$ cat src/rtl/ppu_oam_dma.sv
// OAM DMA controller: copies NUM_BYTES bytes from {page,8'h00} on the system bus into OAM.
// Optional echo-RAM page folding is enabled by defining OAM_DMA_PAGE_FOLD_EN.
module ppu_oam_dma #(
  parameter int unsigned CYCLES_PER_BYTE = 4,
  parameter int unsigned STARTUP_CYCLES  = 4,
  parameter int unsigned NUM_BYTES       = 160
) (
  input  logic        clk,
  input  logic        rst,
  input  logic        reg_write,
  input  logic [7:0]  d_wr,
  output logic [7:0]  reg_d_rd,
  output logic [15:0] bus_addr,
  output logic        bus_rd,
  input  logic [7:0]  bus_d_rd,
  output logic [7:0]  oam_addr,
  output logic [7:0]  oam_d_wr,
  output logic        oam_write,
  output logic        dma_busy,
  output logic        dma_done
);

  localparam int unsigned SW  = $clog2(CYCLES_PER_BYTE);
  localparam int unsigned STW = (STARTUP_CYCLES > 1) ? $clog2(STARTUP_CYCLES) : 1;
  localparam logic [SW-1:0]  SLOT_LAST  = SW'(CYCLES_PER_BYTE - 1);
  localparam logic [STW-1:0] START_LAST = STW'(STARTUP_CYCLES - 1);
  localparam logic [7:0]     IDX_LAST   = 8'(NUM_BYTES - 1);

  typedef enum logic [1:0] {IDLE, START, XFER} state_e;

  state_e         state_q;
  logic [7:0]     page_q;
  logic [STW-1:0] startup_ctr_q;
  logic [SW-1:0]  slot_ctr_q;
  logic [7:0]     idx_q;
  logic [7:0]     idx_d;
  logic [15:0]    bus_addr_q;
  logic           bus_rd_q;
  logic [7:0]     oam_addr_q;
  logic [7:0]     oam_d_wr_q;
  logic           oam_write_q;
  logic           busy_q;
  logic           done_q;
  logic [7:0]     src_page;

`ifdef OAM_DMA_PAGE_FOLD_EN
  // Echo RAM: pages E0..FF alias C0..DF.
  assign src_page = (page_q >= 8'hE0) ? page_q - 8'h20 : page_q;
`else
  assign src_page = page_q;
`endif

  assign idx_d = idx_q + 8'd1;

  // Strobes are registered one cycle ahead, so each is set on the edge that enters its slot.
  always_ff @(posedge clk) begin
    if (!rst) begin
      state_q       <= IDLE;
      page_q        <= 8'hFF;
      startup_ctr_q <= '0;
      slot_ctr_q    <= '0;
      idx_q         <= '0;
      bus_addr_q    <= '0;
      bus_rd_q      <= 1'b0;
      oam_addr_q    <= '0;
      oam_d_wr_q    <= '0;
      oam_write_q   <= 1'b0;
      busy_q        <= 1'b0;
      done_q        <= 1'b0;
    end else begin
      bus_rd_q    <= 1'b0;
      oam_write_q <= 1'b0;
      done_q      <= 1'b0;
      if (reg_write) begin
        state_q       <= START;
        page_q        <= d_wr;
        startup_ctr_q <= '0;
        slot_ctr_q    <= '0;
        idx_q         <= '0;
        busy_q        <= 1'b1;
      end else begin
        unique case (state_q)
          IDLE: ;
          START: begin
            if (startup_ctr_q == START_LAST) begin
              state_q    <= XFER;
              slot_ctr_q <= '0;
              idx_q      <= '0;
              bus_rd_q   <= 1'b1;
              bus_addr_q <= {src_page, 8'h00};
            end else begin
              startup_ctr_q <= startup_ctr_q + STW'(1);
            end
          end
          XFER: begin
            // oam_d_wr_q doubles as the data register captured in slot 1.
            if (slot_ctr_q == SW'(1)) begin
              oam_write_q <= 1'b1;
              oam_addr_q  <= idx_q;
              oam_d_wr_q  <= bus_d_rd;
            end
            if (slot_ctr_q == SLOT_LAST) begin
              slot_ctr_q <= '0;
              if (idx_q == IDX_LAST) begin
                state_q <= IDLE;
                busy_q  <= 1'b0;
                done_q  <= 1'b1;
              end else begin
                idx_q      <= idx_d;
                bus_rd_q   <= 1'b1;
                bus_addr_q <= {src_page, idx_d};
              end
            end else begin
              slot_ctr_q <= slot_ctr_q + SW'(1);
            end
          end
          default: state_q <= IDLE;
        endcase
      end
    end
  end

  assign reg_d_rd  = page_q;
  assign bus_addr  = bus_addr_q;
  assign bus_rd    = bus_rd_q;
  assign oam_addr  = oam_addr_q;
  assign oam_d_wr  = oam_d_wr_q;
  assign oam_write = oam_write_q;
  assign dma_busy  = busy_q;
  assign dma_done  = done_q;

endmodule

$ cat config.mk
export PLATFORM = sky130hd
export DESIGN_NAME = ppu_oam_dma
export DESIGN_NICKNAME = d
export VERILOG_FILES = /design/src/rtl/ppu_oam_dma.sv
export SDC_FILE = /design/constraint.sdc
export NUM_CORES = 1
export LEC_CHECK = 0
export ABC_CLOCK_PERIOD_IN_PS = 2100
export BUFFER_PORTS_ARGS = -buffer_cell sky130_fd_sc_hd__buf_2
export CAP_MARGIN = 20
export CORE_MARGIN = 5
export CORE_UTILIZATION = 35
export CTS_CLUSTER_DIAMETER = 80
export CTS_CLUSTER_SIZE = 12
export DETAILED_ROUTE_END_ITERATION = 7
export GPL_TIMING_DRIVEN = 0
export PLACE_DENSITY = 0.56
export SLEW_MARGIN = 20
export SYNTH_ARGS = -nofsm -noshare
export SYNTH_HDL_FRONTEND = slang
export SYNTH_SLANG_ARGS = --single-unit
$ cat constraint.sdc
create_clock -name clk -period 2.1 [get_ports clk]
set_input_delay 0.105 -clock clk [delete_from_list [all_inputs] [get_ports clk]]
set_output_delay 0.105 -clock clk [all_outputs]
set_load 0.02 [all_outputs]
==> summary.md, run 1 <==
| Metric | Value |
|---|---|
| Status | complete, no violations |
| Largest net degree at the start of global routing | 11 |
| H-tree Lvls | 3 |
| Number of flops mapped to enable cells by yosys | 0 |
| Commonest non-fill, non-tap cells in the layout | 64 x buf_2, 57 x dfxtp_1, 51 x nand2_1, 37 x a21oi_1, 17 x o21ai_0 |
| Area grow syn2layout | 31.4% |
| Pins over their slew limit | 0 |
| Routed Antenna Nets | 0 |
| Initial antenna violation count | 0 |
| Final Wtd Congestion | 0.798 |
| # setup viols final | 0 |
| Top FF cell, synth | dfxtp_1 |
| YS warnings | 0 |
| Sink Count | 58 |
| Die H | 94.2 um |
| Core area | 0.00683 mm^2 |
| Setup TNS | 0 ns |
| Total leakage power | 1.34 nW |
| IO Port Bufs | 62 |
| Routed vias | 2246 |
| Sequential fraction of the synthesis area | 46.8% |
| Most common cell after layout, fill and taps aside | buf_2 |
| RSZ-0062 raised after global routing | false |
| Tcrit/Tclk final | 91.3% |
| Worst Path Max Fanout | 10 |
| Vias per inst | 4.81 |
| Mapped Area | 0.00248 mm^2 |
| Crit-path cells | ha_2, and4_4, buf_6, and4_4, clkdlybuf4s15_2, o21ai_0, a21oi_1 |
| Starting Density | 36.3% |
| CP Capture Type | flop |
| Row count | 30 |
| Final hold vios | 0 |
| Worst-path clk slew | 0.06 ns |
| Layout cells sized above 1 | 26.1% |
| Gr usage total | 15.2% |
| Headroom to the max-slew limit | 61.5% |
| Latest clock arrival within the worst-skew pair | 0.33 ns |
| HP Class | input pin to flop |
| Critical Path Source Type | flop |
| Least-Margin Pin Slew | 0.577 ns |
| Setup CP Type | flop to flop |
| Tmin final | 1.92 ns |
| Wire per inst | 13.5 um |
| HPWL Detailed | 4630 um |
| Max IR drop VDD | 312 uV |
| Max-Cap Viols | 0 |
| Syn_area_per_cell | 8.80 um^2 |
| Top cell by count, worst path | and4_4 |
| DRC violations left | 0 |
| Synthesized Nets | 308 |
| Die area | 0.00887 mm^2 |
| Library cells used by synthesis | 46 |
| Die X | 94.2 um |
| Critical Path RT | 2.36 ns |
| Total Nets Final | 394 |
| First-pass GRT wire length | 10400 um |
| Crit path DAT | 2.18 ns |
| Fill cell count | 692 |
| Setup bufs post-CTS | 0 |
| Vias in the first global route | 2166 |
| Gr ovfl total | 0 |
| # diodes | 0 |
| PD cells | 742 mW/mm^2 |
| Seq cells post-synth | 58 |
| Clk_skew | 0.00845 ns |
| Overall Power | 2.42 mW |
| Drt pass-1 iters | 4 |
| Initial DRC count | 140 |
| Cell count after synthesis | 282 |
| CTS max path bufs | 2 |
| TritonCTS Buffers | 9 |
| CP max-delay cell | dfxtp_1 |
| Root Buffer | clkbuf_8 |
| CTS tree | yes |
| Routed wire length | 6330 um |
| Fmax | 521 MHz |
| Critical path's largest stage delay | 0.40 ns |
| Async S/R FF share, synth | 0% |
| I/O pin count | 63 |
## sequential cells by signal (all words and copies together), names as in the netlist
register,flops
bus_rd,1
startup_ctr_q,2
oam_addr,8
reg_d_rd,8
state_q,2
oam_write,1
bus_addr,16
oam_d_wr,8
dma_busy,1
idx_q,8
dma_done,1
slot_ctr_q,2
## through the flow
stage / hold slack, ns / setup WS, ns / cell area, um^2 / std cells / utilization [%]
global placement: 0.318 / 0.0122 / 2910 / 440 / 42.6
global route: 0.0106 / 0.0112 / 3260 / 467 / 47.7
finish: 0.0194 / 0.182 / 3260 / 467 / 47.7
detailed placement: 0.324 / 0.0119 / 2910 / 440 / 42.6
CTS: 0.00339 / 0.0896 / 3250 / 467 / 47.6
floorplan: 0.233 / 0.376 / 2480 / 282 / -
## power by group
part / switching, mW / leakage, nW / internal, mW
combinational: 0.108 / 0.766 / 0.0790
clock: 0.408 / 0.105 / 0.686
sequential: 0.0138 / 0.471 / 1.12
## synth_stat cells, types with 4 or more instances
master,instances,area (um^2)
nand2_1,51,191
o21ai_0,17,85.1
nand3_1,4,20.0
inv_1,7,26.3
mux2i_1,9,90.1
nor2_1,11,41.3
clkbuf_1,8,30.0
nand4_1,5,31.3
xor2_1,5,43.8
o211ai_1,8,60.1
a21oi_1,38,190
ha_1,7,87.6
dfxtp_1,58,1160
## final cells by class
type | count | area (um^2) | share of cell area, %
plain buffers | 18 | 120 | 3.69
inverters | 8 | 30.0 | 0.921
flip-flops and latches | 58 | 1160 | 35.7
multi-input cells | 198 | 1180 | 36.2
clock inverters | 3 | 65.1 | 2.00
repair buffers | 75 | 440 | 13.5
clock buffers | 11 | 141 | 4.34
well taps | 96 | 120 | 3.69
## layer usage
| metal | vias up | global-route usage [%] | wire length [um] |
|---|---|---|---|
| met2 | 81 | 23.5 | 2680 |
| li1 | 1162 | - | - |
| met3 | 6 | 5.61 | 602 |
| met4 | 0 | 7.22 | 79 |
| met5 | - | 0 | 0 |
| met1 | 997 | 18.7 | 2960 |
## worst paths after layout
path                                 start                         to  slack (ns)  cells past startpoint
setup reg to reg     idx_q[1]$_SDFFE_PP0P_  bus_addr[13]$_SDFFE_PN0P_        0.18                      7
hold reg to reg   oam_d_wr[7]$_SDFFE_PN0P_   oam_d_wr[7]$_SDFFE_PN0P_        0.45                      2
hold / removal                 bus_d_rd[1]   oam_d_wr[1]$_SDFFE_PN0P_        0.02                      3
setup / recovery     idx_q[1]$_SDFFE_PP0P_  bus_addr[13]$_SDFFE_PN0P_        0.18                      7
## worst max-delay path: cells and delay by family (launching register included)
kind | cells | cell delay [ns]
AO/OA/AOI/OAI | 2 | 0.25
adder cells (fa/ha/maj) | 1 | 0.26
buffers and inverters | 2 | 0.43
flip-flops | 1 | 0.40
AND/OR/NAND/NOR | 2 | 0.51
## kinds of logic (layout without fill, tap and decap cells)
| group | after synthesis | count (layout) | share of synthesized area [%] |
|---|---|---|---|
| AND/OR/NAND/NOR | 91 | 91 | 17.1 |
| AO/OA/AOI/OAI | 82 | 82 | 19.6 |
| flip-flops | 58 | 58 | 46.8 |
| buffers and inverters | 26 | 115 | 5.90 |
| multiplexers | 11 | 11 | 4.54 |
| adder cells (fa/ha/maj) | 7 | 7 | 3.53 |
| XOR/XNOR | 7 | 7 | 2.47 |
## timing repair
item,CTS,global route
endpoints found under the setup margin,1,17
endpoints found under the hold margin,13,0
gates cloned,0,0
resized for setup,1,6
hold buffers,13,0
pin swaps,0,0
Note: power is estimated with default switching activity, not from simulation.
==> run 2, diff against run 1 <==
--- a/config.mk
+++ b/config.mk
@@ -7,7 +7,6 @@
 export LEC_CHECK = 0
 export ABC_CLOCK_PERIOD_IN_PS = 2100
-export BUFFER_PORTS_ARGS = -buffer_cell sky130_fd_sc_hd__buf_2
+export BUFFER_PORTS_ARGS = -buffer_cell sky130_fd_sc_hd__clkbuf_2
 export CAP_MARGIN = 20
-export CORE_MARGIN = 5
 export CORE_UTILIZATION = 35
 export CTS_CLUSTER_DIAMETER = 80
==> constraint.sdc (replaced) <==
create_clock -name clk -period 2.1 [get_ports clk]
set_input_delay 0.105 -clock clk [delete_from_list [all_inputs] [get_ports clk]]
set_output_delay 0.105 -clock clk [all_outputs]
set_load 0.01 [all_outputs]
==> run 2 against run 1 <==
Net effect:
- first-iteration DRC count up 1.4%
- highest routed layer unchanged
- non-clock buffer count grew 3
- register-to-register slack worse by 0.02 ns
- critical path depth unchanged
==> summary.md, run 2 (synthesis gave the netlist of run 1 again) <==
| Metric | Value |
|---|---|
| Status | complete, no violations |
| PD cells | 703 mW/mm^2 |
| Endpoint, Worst Hold | state_q[0]$_SDFFE_PN0P_ |
| Max IR drop VDD | 393 uV |
| Least-Margin Pin Slew | 0.600 ns |
| # diodes | 0 |
| Root Buffer | clkbuf_8 |
| Most common cell after layout, fill and taps aside | clkbuf_2 |
| CP delay by family, top | simple AND/OR/NAND/NOR gates |
| CP Buf/Inv Count | 2 |
| # setup viols final | 0 |
| Die area | 0.00743 mm^2 |
| Overall Power | 2.30 mW |
| Final hold vios | 0 |
| First-pass GRT wire length | 10200 um |
| Setup TNS | 0 ns |
| Vias per inst | 4.89 |
| Tcrit/Tclk final | 92.3% |
| HP Class | input pin to flop |
| Reg2Reg Setup Slack | 0.16 ns |
| Sw Ratio | 24.1% |
| Worst Path Max Fanout | 10 |
| Psw | 0.552 mW |
| Routed wire length | 6350 um |
| CP Capture Type | flop |
| Latest clock arrival within the worst-skew pair | 0.33 ns |
| H-tree Lvls | 3 |
| R2r startpoint | idx_q[1]$_SDFFE_PP0P_ |
| Vias in the first global route | 2092 |
| Setup CP Type | flop to flop |
| Critical Path Source Type | flop |
| Fmax | 516 MHz |
| CTS tree | yes |
| Die X | 86.2 um |
| Area grow syn2layout | 31.7% |
| Commonest non-fill, non-tap cells in the layout | 65 x clkbuf_2, 57 x dfxtp_1, 51 x nand2_1, 37 x a21oi_1, 17 x o21ai_0 |
| Crit-path cells | ha_2, and4_4, buf_6, and4_4, clkdlybuf4s15_2, o21ai_0, a21oi_1 |
| Row count | 30 |
| R2R Path End | bus_addr[11]$_SDFFE_PN0P_ |
| Routed Antenna Nets | 0 |
| Tmin final | 1.94 ns |
| Sequential power share | 49.6% |
| Initial DRC count | 142 |
| HP Start | reg_write |
| Core area | 0.00683 mm^2 |
| Total leakage power | 1.33 nW |
| Min Hold Slack | 0.0949 ns |
| IO Port Bufs | 62 |
| Layout cells sized above 1 | 26.6% |
| Clk_skew | 0.00549 ns |
| Clock share of power | 42.7% |
| Largest net degree at the start of global routing | 11 |
| Worst R2R Path Depth | 7 |
| Wire per inst | 13.4 um |
| Final Wtd Congestion | 0.834 |
| Routed vias | 2309 |
| Top cell by count, worst path | and4_4 |
| Internal | 1.74 mW |
| CP max-delay cell | dfxtp_1 |
| Initial antenna violation count | 0 |
| Dpl cells | 440 |
| Pins over their slew limit | 0 |
| Hold path depth | 3 |
| TritonCTS Buffers | 9 |
| Headroom to the max-slew limit | 59.9% |
| Starting Density | 36.3% |
| Max-Cap Viols | 0 |
| I/O pin count | 63 |
| Critical path's largest stage delay | 0.39 ns |
| Die H | 86.2 um |
| RSZ-0062 raised after global routing | false |
| Gr ovfl total | 0 |
| DRC violations left | 0 |
| HPWL Detailed | 4430 um |
| CTS max path bufs | 2 |
| Sink Count | 58 |
| Worst-path clk slew | 0.07 ns |
| Drt pass-1 iters | 5 |
| Gr usage total | 18.2% |
| Comb power frac | 7.7% |
| Post-route insts no fill | 472 |
| Crit path DAT | 2.20 ns |
| Total Nets Final | 397 |
| Max reg flops | 16 |
| Critical Path RT | 2.36 ns |
[run 2: through the flow]
stage,utilization [%],cell area [um^2],worst slack [ns]
after floorplan,-,2480,0.376
after global placement,42.6,2910,0.0422
after detailed placement,42.6,2910,0.0406
after CTS,47.7,3260,0.0383
after global routing,47.8,3270,0.0164
final,47.8,3270,0.162
[run 2: cell type report]
class | instances | area (um^2)
fill | 684 | 3560
multi-input combinational | 198 | 1180
sequential | 58 | 1160
timing repair buffer | 78 | 470
clock buffer | 10 | 128
tap | 96 | 120
buffer | 18 | 119
clock inverter | 6 | 57.6
inverter | 8 | 30.0
[run 2: worst max-delay path by stage]
stage               slack (ns)                         to                     from  depth (start not counted)
global route              0.02  bus_addr[14]$_SDFFE_PN0P_  state_q[0]$_SDFFE_PN0P_                          7
finish                    0.16  bus_addr[11]$_SDFFE_PN0P_    idx_q[1]$_SDFFE_PP0P_                          7
CTS                       0.04      idx_q[3]$_SDFFE_PP0P_  state_q[0]$_SDFFE_PN0P_                          7
floorplan                 0.38   bus_addr[0]$_SDFFE_PN0P_    idx_q[0]$_SDFFE_PP0P_                          6
global placement          0.04      idx_q[3]$_SDFFE_PP0P_  state_q[0]$_SDFFE_PN0P_                          7
detailed placement        0.04      idx_q[3]$_SDFFE_PP0P_  state_q[0]$_SDFFE_PN0P_                          7
[run 2: routing by layer]
layer / global-route usage [%] / vias up / share of wire, %
li1: - / 1169 / -
met1: 22.5 / 1043 / 46
met2: 28.8 / 85 / 45
met3: 5.52 / 12 / 7.2
met4: 8.94 / 0 / 2.1
met5: 0 / - / 0
[run 2: timing repair]
item / CTS / global route
buffers inserted: 0 / 0
hold buffers: 16 / 0
setup endpoints to repair: 0 / 16
endpoints found under the hold margin: 16 / 0
gates resized for setup: 0 / 8
[run 2: power groups by stage]
stage | clock [mW] | combinational [mW] | sequential, mW
CTS | 1.01 | 0.176 | 1.14
floorplan | 0 | 0.0813 | 1.17
global route | 1.07 | 0.195 | 1.14
finish | 0.982 | 0.177 | 1.14
detailed placement | 0 | 0.153 | 1.16
global placement | 0 | 0.150 | 1.16
[run 2: worst register-to-register path, delay by kind of cell, from the launching register on]
family,cells,cell delay (ns)
AO/OA/AOI/OAI,2,0.27
adder cells (fa/ha/maj),1,0.26
buffers and inverters,2,0.43
flip-flops,1,0.39
AND/OR/NAND/NOR,2,0.51
